==> src/rtl/display_controller_vm.sv <==
`default_nettype none
// ============================================================================
//  Module   : display_controller_vm
//  Purpose  : Seven-segment driver for the three-floor elevator. Decodes the
//             2-bit floor code into segments a..g ("1", "2", "3", or "-" for
//             no floor) and optionally blinks the digit while ip is high.
//  Options  : DISPLAY_ACTIVE_LOW_EN - invert all segment outputs for
//             common-anode displays (0 = lit).
//  Revision : 1.0 - initial release
// ============================================================================
module display_controller_vm #(
   parameter int BLINK_HALF = 2
) (
   input  logic clock,
   input  logic reset,
   input  logic i0,
   input  logic i1,
   input  logic ip,
   output logic a,
   output logic b,
   output logic c,
   output logic d,
   output logic e,
   output logic f,
   output logic g
);

   localparam int CW = (BLINK_HALF > 1) ? $clog2(BLINK_HALF) : 1;
   localparam logic [CW-1:0] C_CNT_LAST = CW'(BLINK_HALF - 1);

   // Polarity mask XORed onto the active-high pattern; also the "dark" value.
`ifdef DISPLAY_ACTIVE_LOW_EN
   localparam logic [6:0] C_POL_MASK = 7'b111_1111;
`else
   localparam logic [6:0] C_POL_MASK = 7'b000_0000;
`endif

   logic [CW-1:0] cnt_q, cnt_d;
   logic          phase_q, phase_d;
   logic [6:0]    seg_q, seg_d;     // bit 6 = a ... bit 0 = g, already polarity-adjusted
   logic [6:0]    digit_w;

   // Floor code to active-high segment pattern {a,b,c,d,e,f,g}.
   always_comb begin
      digit_w = 7'b000_0001;
      case ({i1, i0})
         2'b01:   digit_w = 7'b011_0000;
         2'b10:   digit_w = 7'b110_1101;
         2'b11:   digit_w = 7'b111_1001;
         default: digit_w = 7'b000_0001;
      endcase
   end

   // Blink timer next state and the next segment value (uses pre-update phase).
   always_comb begin
      cnt_d   = '0;
      phase_d = 1'b0;
      seg_d   = digit_w ^ C_POL_MASK;
      if (ip) begin
         if (cnt_q == C_CNT_LAST) begin
            cnt_d   = '0;
            phase_d = ~phase_q;
         end else begin
            cnt_d   = cnt_q + 1'b1;
            phase_d = phase_q;
         end
         if (phase_q) begin
            seg_d = C_POL_MASK;
         end
      end
   end

   // State and output registers; reset darkens the display and restarts blinking.
   always_ff @(posedge clock) begin
      if (reset) begin
         cnt_q   <= '0;
         phase_q <= 1'b0;
         seg_q   <= C_POL_MASK;
      end else begin
         cnt_q   <= cnt_d;
         phase_q <= phase_d;
         seg_q   <= seg_d;
      end
   end

   assign {a, b, c, d, e, f, g} = seg_q;

endmodule
`default_nettype wire

==> config.mk <==
export PLATFORM = sky130hd
export DESIGN_NAME = display_controller_vm
export DESIGN_NICKNAME = d
export VERILOG_FILES = /design/src/rtl/display_controller_vm.sv
export SDC_FILE = /design/constraint.sdc
export NUM_CORES = 1
export LEC_CHECK = 0
export CORE_AREA = 3 3 40 42
export CTS_CLUSTER_SIZE = 28
export DETAILED_ROUTE_END_ITERATION = 16
export DIE_AREA = 0 0 43 45
export PLACE_DENSITY_LB_ADDON = 0.3
export SLEW_MARGIN = 20
export SYNTH_ARGS = -nofsm -noshare
export SYNTH_HDL_FRONTEND = slang
export SYNTH_SLANG_ARGS = --single-unit
==> constraint.sdc <==
create_clock -name clock -period 0.8 [get_ports clock]
set_input_delay 0.2 -clock clock [delete_from_list [all_inputs] [get_ports clock]]
set_output_delay 0.2 -clock clock [all_outputs]
set_load 0.02 [all_outputs]
==> metrics, run 1 <==
status complete, but fails checks; failing checks setup timing; hold path depth 3; clock slew at reported path FFs 50 ps; gp weighted congestion 0.554; final slew viol count 0; Final setup viols 6; number of global-route vias before repair 181; Worst Path Buf+Inv 1; top-count cell post-synth dfxtp_1; launching point of the worst reg2reg path phase_q$_SDFFE_PP0P_; Place WS -304 ps; worst hold-check path type in -> reg; overall routing resource usage 0.0518; mux cell area share after synthesis 0; Pwr per Cell Area 2180 nW/um^2; wire length per cell 8.65 um; core area 1280 sq um; later-pin clock latency in the skew report 250 ps; fillers 136; synth unique cells 10; R2R Setup Slk 60 ps; critical hold path startpoint reset; post-synthesis adder-cell area fraction 0; crit end category primary output; remaining antenna violation count 0; Multi-input gate area 61.3 sq um; Port Buf Inserts 10; max-cap violations 0; Synth Area in Compound Gates 0.0782; Fmax achieved 1110 MHz; crit path cell chain buf_6; reg2reg end seg_q[2]$_SDFF_PP0_; Clock Skew 2.09 ps; Worst VDD drop 0.556 mV; clk buf depth 2; height of the die 45 um; CTS root buf clkbuf_4; vias 181; 1st-pass router iterations 2; critical path required time 600 ps; Synth async-reset ratio 0; Clock Sinks 7; post-synthesis xor/xnor area fraction 0.0391; crit-path max cell delay 340 ps; Die X 43 um; area leader, netlist dfxtp_1; Worst Setup Slack, final -99.0 ps; Post-Syn Instances 22; FP Rows 13; final wirelength 424 um; DR iter-0 viols 1; layout cell share with drive strength beyond 1 0.471; syn nets 27; Post-synth EDFFs 0; largest family of logic cells by synthesized area simple AND/OR/NAND/NOR gates; I/O Pins 12; startpoint types register; Reg area 148 sq um; Num CTS Buffers 3; Worst Hold End cnt_q$_SDFF_PP0_; critical path class reg -> out; post-layout minimum cycle time 899 ps; H-tree depth 1; Seq/Total Area, Yosys 0.626; ranking of synthesized cells by area dfxtp_1, buf_4, nor2_1; area growth from synthesis to layout 65.4%; Yosys reg bits 7; CP max stage cell dfxtp_2; Worst R2R Path Depth 2; leak pwr 0.175 nW; count of final hold-check violations 0; die area 1940 sq um; Residual DRC 0; top_reg_cell synth dfxtp_1; first-pass GRT wire length 662 um; Avg Cell Area, Syn 10.2 sq um; Core Util, Final 0.288; RSZ-0062 raised after global routing true; Simple-Gate Fraction of Synth Area 0.140; worst-path maximum fanout 2; Initial Utilization 0.174; YS warnings 0; Critical Path AT 700 ps; Vias/cell 3.69; CTS tree built; Synth top cells by count dfxtp_1, nor2_1, a21oi_1, buf_4, inv_1; ANT cells 0; post-synth top area share 0.626; Crit path max-delay family flip-flops; final worst-path cycle share 1.12; Overflow after GRT 0; initial antenna violation count 0; largest net degree at the start of global routing 6; Final #Nets 40; Synth Cell Area 224 sq um
## worst register-to-register path, delay by kind of cell (launching register included)
| family | cells | cell delay (ps) |
|---|---|---|
| flip-flops | 1 | 320 |
| AO/OA/AOI/OAI | 1 | 200 |
| AND/OR/NAND/NOR | 1 | 150 |
## layer usage
| metal | up-vias | track usage | wire (um) |
|---|---|---|---|
| met4 | 0 | 0.0723 | 25 |
| met5 | - | 0 | 0 |
| met3 | 4 | 0.0239 | 28 |
| li1 | 88 | - | - |
| met1 | 82 | 0.0388 | 126 |
| met2 | 7 | 0.0838 | 243 |
## cell families (layout without fill, tap and decap cells)
family          Yosys count  count (layout)
simple gates              6               6
other cells               1               1
buf+inv                   4              16
compound gates            3               3
xor+xnor                  1               1
flops                     7               7
## what timing repair did
| item | CTS | global route |
|---|---|---|
| resized for setup | 42 | 2 |
| pin swaps | 1 | 2 |
| gates cloned | 0 | 0 |
| buffers inserted | 0 | 0 |
| hold buffers | 0 | 0 |
| setup endpoints to repair | 8 | 10 |
| endpoints found under the hold margin | 0 | 0 |
## registers in the layout (all words and copies together), names as in the netlist
name     flops
seg_q        5
phase_q      1
cnt_q        1
## placed cells by master (no fill, tap or decap)
| master | netlist | final |
|---|---|---|
| a21oi_1 | 2 | 2 |
| conb_1 | 1 | 1 |
| inv_1 | 2 | 2 |
| clkdlybuf4s50_1 | 0 | 2 |
| dlymetal6s2s_1 | 0 | 1 |
| a21o_1 | 1 | 1 |
| buf_6 | 0 | 6 |
| xnor2_1 | 1 | 1 |
| nand2b_1 | 1 | 1 |
| nor3_2 | 1 | 1 |
| clkbuf_4 | 0 | 3 |
| nor2_1 | 4 | 4 |
| dfxtp_1 | 7 | 1 |
| dfxtp_2 | 0 | 6 |
| dlygate4sd2_1 | 0 | 1 |
| clkbuf_1 | 0 | 1 |
## layout make-up
type | instances | area share
Timing Repair Buffer | 10 | 0.294
Multi-Input combinational cell | 11 | 0.166
Clock buffer | 4 | 0.0709
Tap cell | 15 | 0.0507
Sequential cell | 7 | 0.399
Inverter | 2 | 0.0203
## metrics by stage
stage                     setup TNS, ps  power [mW]  hold slack (ps)  instance area (sq um)  cells
after global placement            -3240       0.492              418                    328     45
after detailed placement          -3400       0.496              429                    328     45
after global routing               -614       0.840              280                    370     49
after CTS                          -551       0.825              349                    367     49
after floorplan                       0       0.442              271                    224     22
final                              -494       0.808              268                    370     49
## how the worst max path moves through the flow
| stage | start | to | slack (ps) | cells after the start |
|---|---|---|---|---|
| after floorplan | seg_q[3]$_SDFF_PP0_ | d | 5 | 1 |
| after detailed placement | seg_q[3]$_SDFF_PP0_ | a | -300 | 1 |
| after global routing | seg_q[3]$_SDFF_PP0_ | a | -130 | 1 |
| final | seg_q[3]$_SDFF_PP0_ | a | -100 | 1 |
| after global placement | seg_q[3]$_SDFF_PP0_ | d | -300 | 1 |
| after CTS | seg_q[3]$_SDFF_PP0_ | a | -110 | 1 |
## report_power, final
part | switching [mW] | internal (mW) | total (mW) | leakage, nW
Sequential | 0.0106 | 0.373 | 0.383 | 0.0598
Clock | 0.123 | 0.190 | 0.313 | 0.0150
Combinational | 0.0532 | 0.0587 | 0.112 | 0.101
Power figures use the tool's default switching activity.
==> run 2, diff against run 1 <==
CAP_MARGIN = 0   (was unset)
CORE_AREA = 4 4 41 43   (was 3 3 40 42)
DIE_AREA = 0 0 45 47   (was 0 0 43 45)
==> metrics, run 2 (synthesis gave the netlist of run 1 again) <==
Die X 45 um (+4.7%); overall routing resource usage 0.0602 (+0.00847); commonest cells after routing, fill and taps aside buf_6, dfxtp_2, nor2_1; hold path depth 2 (-1); 1st-pass router iterations 1 (-1); critical path class reg -> out; Pwr per Cell Area 2150 nW/um^2 (-1.4%); max FFs per register 5 (unchanged); Setup TNS -509 ps (-15.1 ps); final worst-path cycle share 1.13 (+0.00236); launching point of the worst reg2reg path phase_q$_SDFFE_PP0P_; Finished Cell Area 377 sq um (+1.7%); Vias/cell 3.73 (+1.1%); Critical Path AT 700 ps (about the same); post-layout minimum cycle time 901 ps (+1.89 ps); Worst Hold End seg_q[2]$_SDFF_PP0_; Final setup viols 6 (unchanged); Num CTS Buffers 3 (unchanged); critical hold path startpoint i0; first-pass GRT wire length 765 um (+16%); crit end category primary output; R2R Setup Slk 70 ps (about the same); H-tree depth 1 (unchanged); area growth from synthesis to layout 68.2%; Port Buf Inserts 10 (unchanged); Core Util, Final 0.289 (+0.00121); Most flops, register seg_q; Place WS -317 ps (-12.9 ps); reg2reg end seg_q[5]$_SDFF_PP0_; count of final hold-check violations 0 (unchanged); clk buf depth 2 (unchanged); fillers 151 (+11%); Worst VDD drop 0.710 mV (+28%); Overflow after GRT 0 (unchanged); largest net degree at the start of global routing 6 (unchanged); crit path cell chain buf_6; worst hold-check path type in -> reg; Residual DRC 0 (unchanged); remaining antenna violation count 0 (unchanged); core area 1300 sq um (+1.3%); ANT cells 0 (unchanged); Worst R2R Path Depth 2 (unchanged); critical path required time 600 ps (about the same); Clock Skew 1.52 ps (-0.562 ps); wire length per cell 9.10 um (+5.2%); Cell Count, Final, Fillers Out 49 (unchanged); startpoint types register; crit-path max cell delay 340 ps (about the same); Worst Path Buf+Inv 1 (unchanged); CP max stage cell dfxtp_2; vias 183 (+1.1%); clock slew at reported path FFs 50 ps (about the same); Post-CTS Setup Bufs 0 (unchanged); FP Rows 13 (unchanged); Post-Place Cells 45 (unchanged); later-pin clock latency in the skew report 250 ps (about the same); initial antenna violation count 0 (unchanged); DR iter-0 viols 0 (-1); layout cell share with drive strength beyond 1 0.500 (+0.0294); Initial Utilization 0.172 (-0.00218); Placement Cell Area 328 sq um (unchanged); final wirelength 446 um (+5.2%); I/O Pins 12 (unchanged); Clock Sinks 7 (unchanged); CTS root buf clkbuf_4; Fmax achieved 1110 MHz (-0.21%); final slew viol count 0 (unchanged); status complete, but fails checks; CTS tree built; leak pwr 0.185 nW (+5.3%); hold_buf cts 0 (unchanged); max-cap violations 0 (unchanged); number of global-route vias before repair 196 (+8.3%); Worst Setup Slack, final -101 ps (-1.89 ps); Final #Nets 40 (unchanged); Crit path max-delay family flip-flops; RSZ-0062 raised after global routing true; failing checks setup timing; die area 2120 sq um (+9.3%); gp weighted congestion 0.626 (+13%); top flop regs seg_q: 5 flops, cnt_q: 1 flops, phase_q: 1 flops; worst-path maximum fanout 2 (unchanged); height of the die 47 um (+4.4%)
run 2: cell types whose count changed in the layout (fill, tap and decap cells not counted):
cell	previous run	this run
a21oi_1	2	1
a21oi_2	0	1
clkdlybuf4s50_1	2	1
dlymetal6s2s_1	1	2
run 2: worst max path at each step:
stage	from	endpoint	depth (start not counted)
6_report	seg_q[3]$_SDFF_PP0_	a	1
5_1_grt	seg_q[3]$_SDFF_PP0_	a	1
4_1_cts	seg_q[3]$_SDFF_PP0_	d	1
3_5_place_dp	seg_q[3]$_SDFF_PP0_	d	1
3_3_place_gp	seg_q[3]$_SDFF_PP0_	d	1
2_1_floorplan	seg_q[3]$_SDFF_PP0_	d	1
run 2: power breakdown:
part	internal [mW]	switching, mW
clock	0.190	0.123
combinational	0.0588	0.0553
sequential	0.373	0.0108
run 2: through the flow:
step | total power [mW] | hold slack [ps]
after global placement | 0.494 | 420
after CTS | 0.826 | 360
after global routing | 0.866 | 229
after floorplan | 0.442 | 271
final | 0.810 | 218
after detailed placement | 0.496 | 426
run 2: repair_timing:
item / CTS / global route
pin swaps: 1 / 1
setup endpoints to repair: 11 / 10
gates resized for setup: 42 / 4
run 2: worst reg2reg max path, stage by stage, from the launching register on:
cell	delay, ps
dfxtp_2	320
a21o_1	210
a21oi_1	130
run 2: final cells by class:
cell class	instances	area (sq um)	share of cell area
Inverter	2	7.51	0.0199
Timing Repair Buffer	10	111	0.296
Sequential cell	7	148	0.392
Tap cell	15	18.8	0.0498
Multi-Input combinational cell	11	65.1	0.173
Clock buffer	4	26.3	0.0698
run 2: metal layers:
layer / share of wire / wire length (um) / global-route usage / vias to the layer above
met3: 0.14 / 64 / 0.0383 / 4
met2: 0.46 / 204 / 0.0763 / 10
met5: 0 / 0 / 0 / -
li1: - / - / - / 87
met1: 0.34 / 151 / 0.0482 / 82
met4: 0.058 / 26 / 0.105 / 0
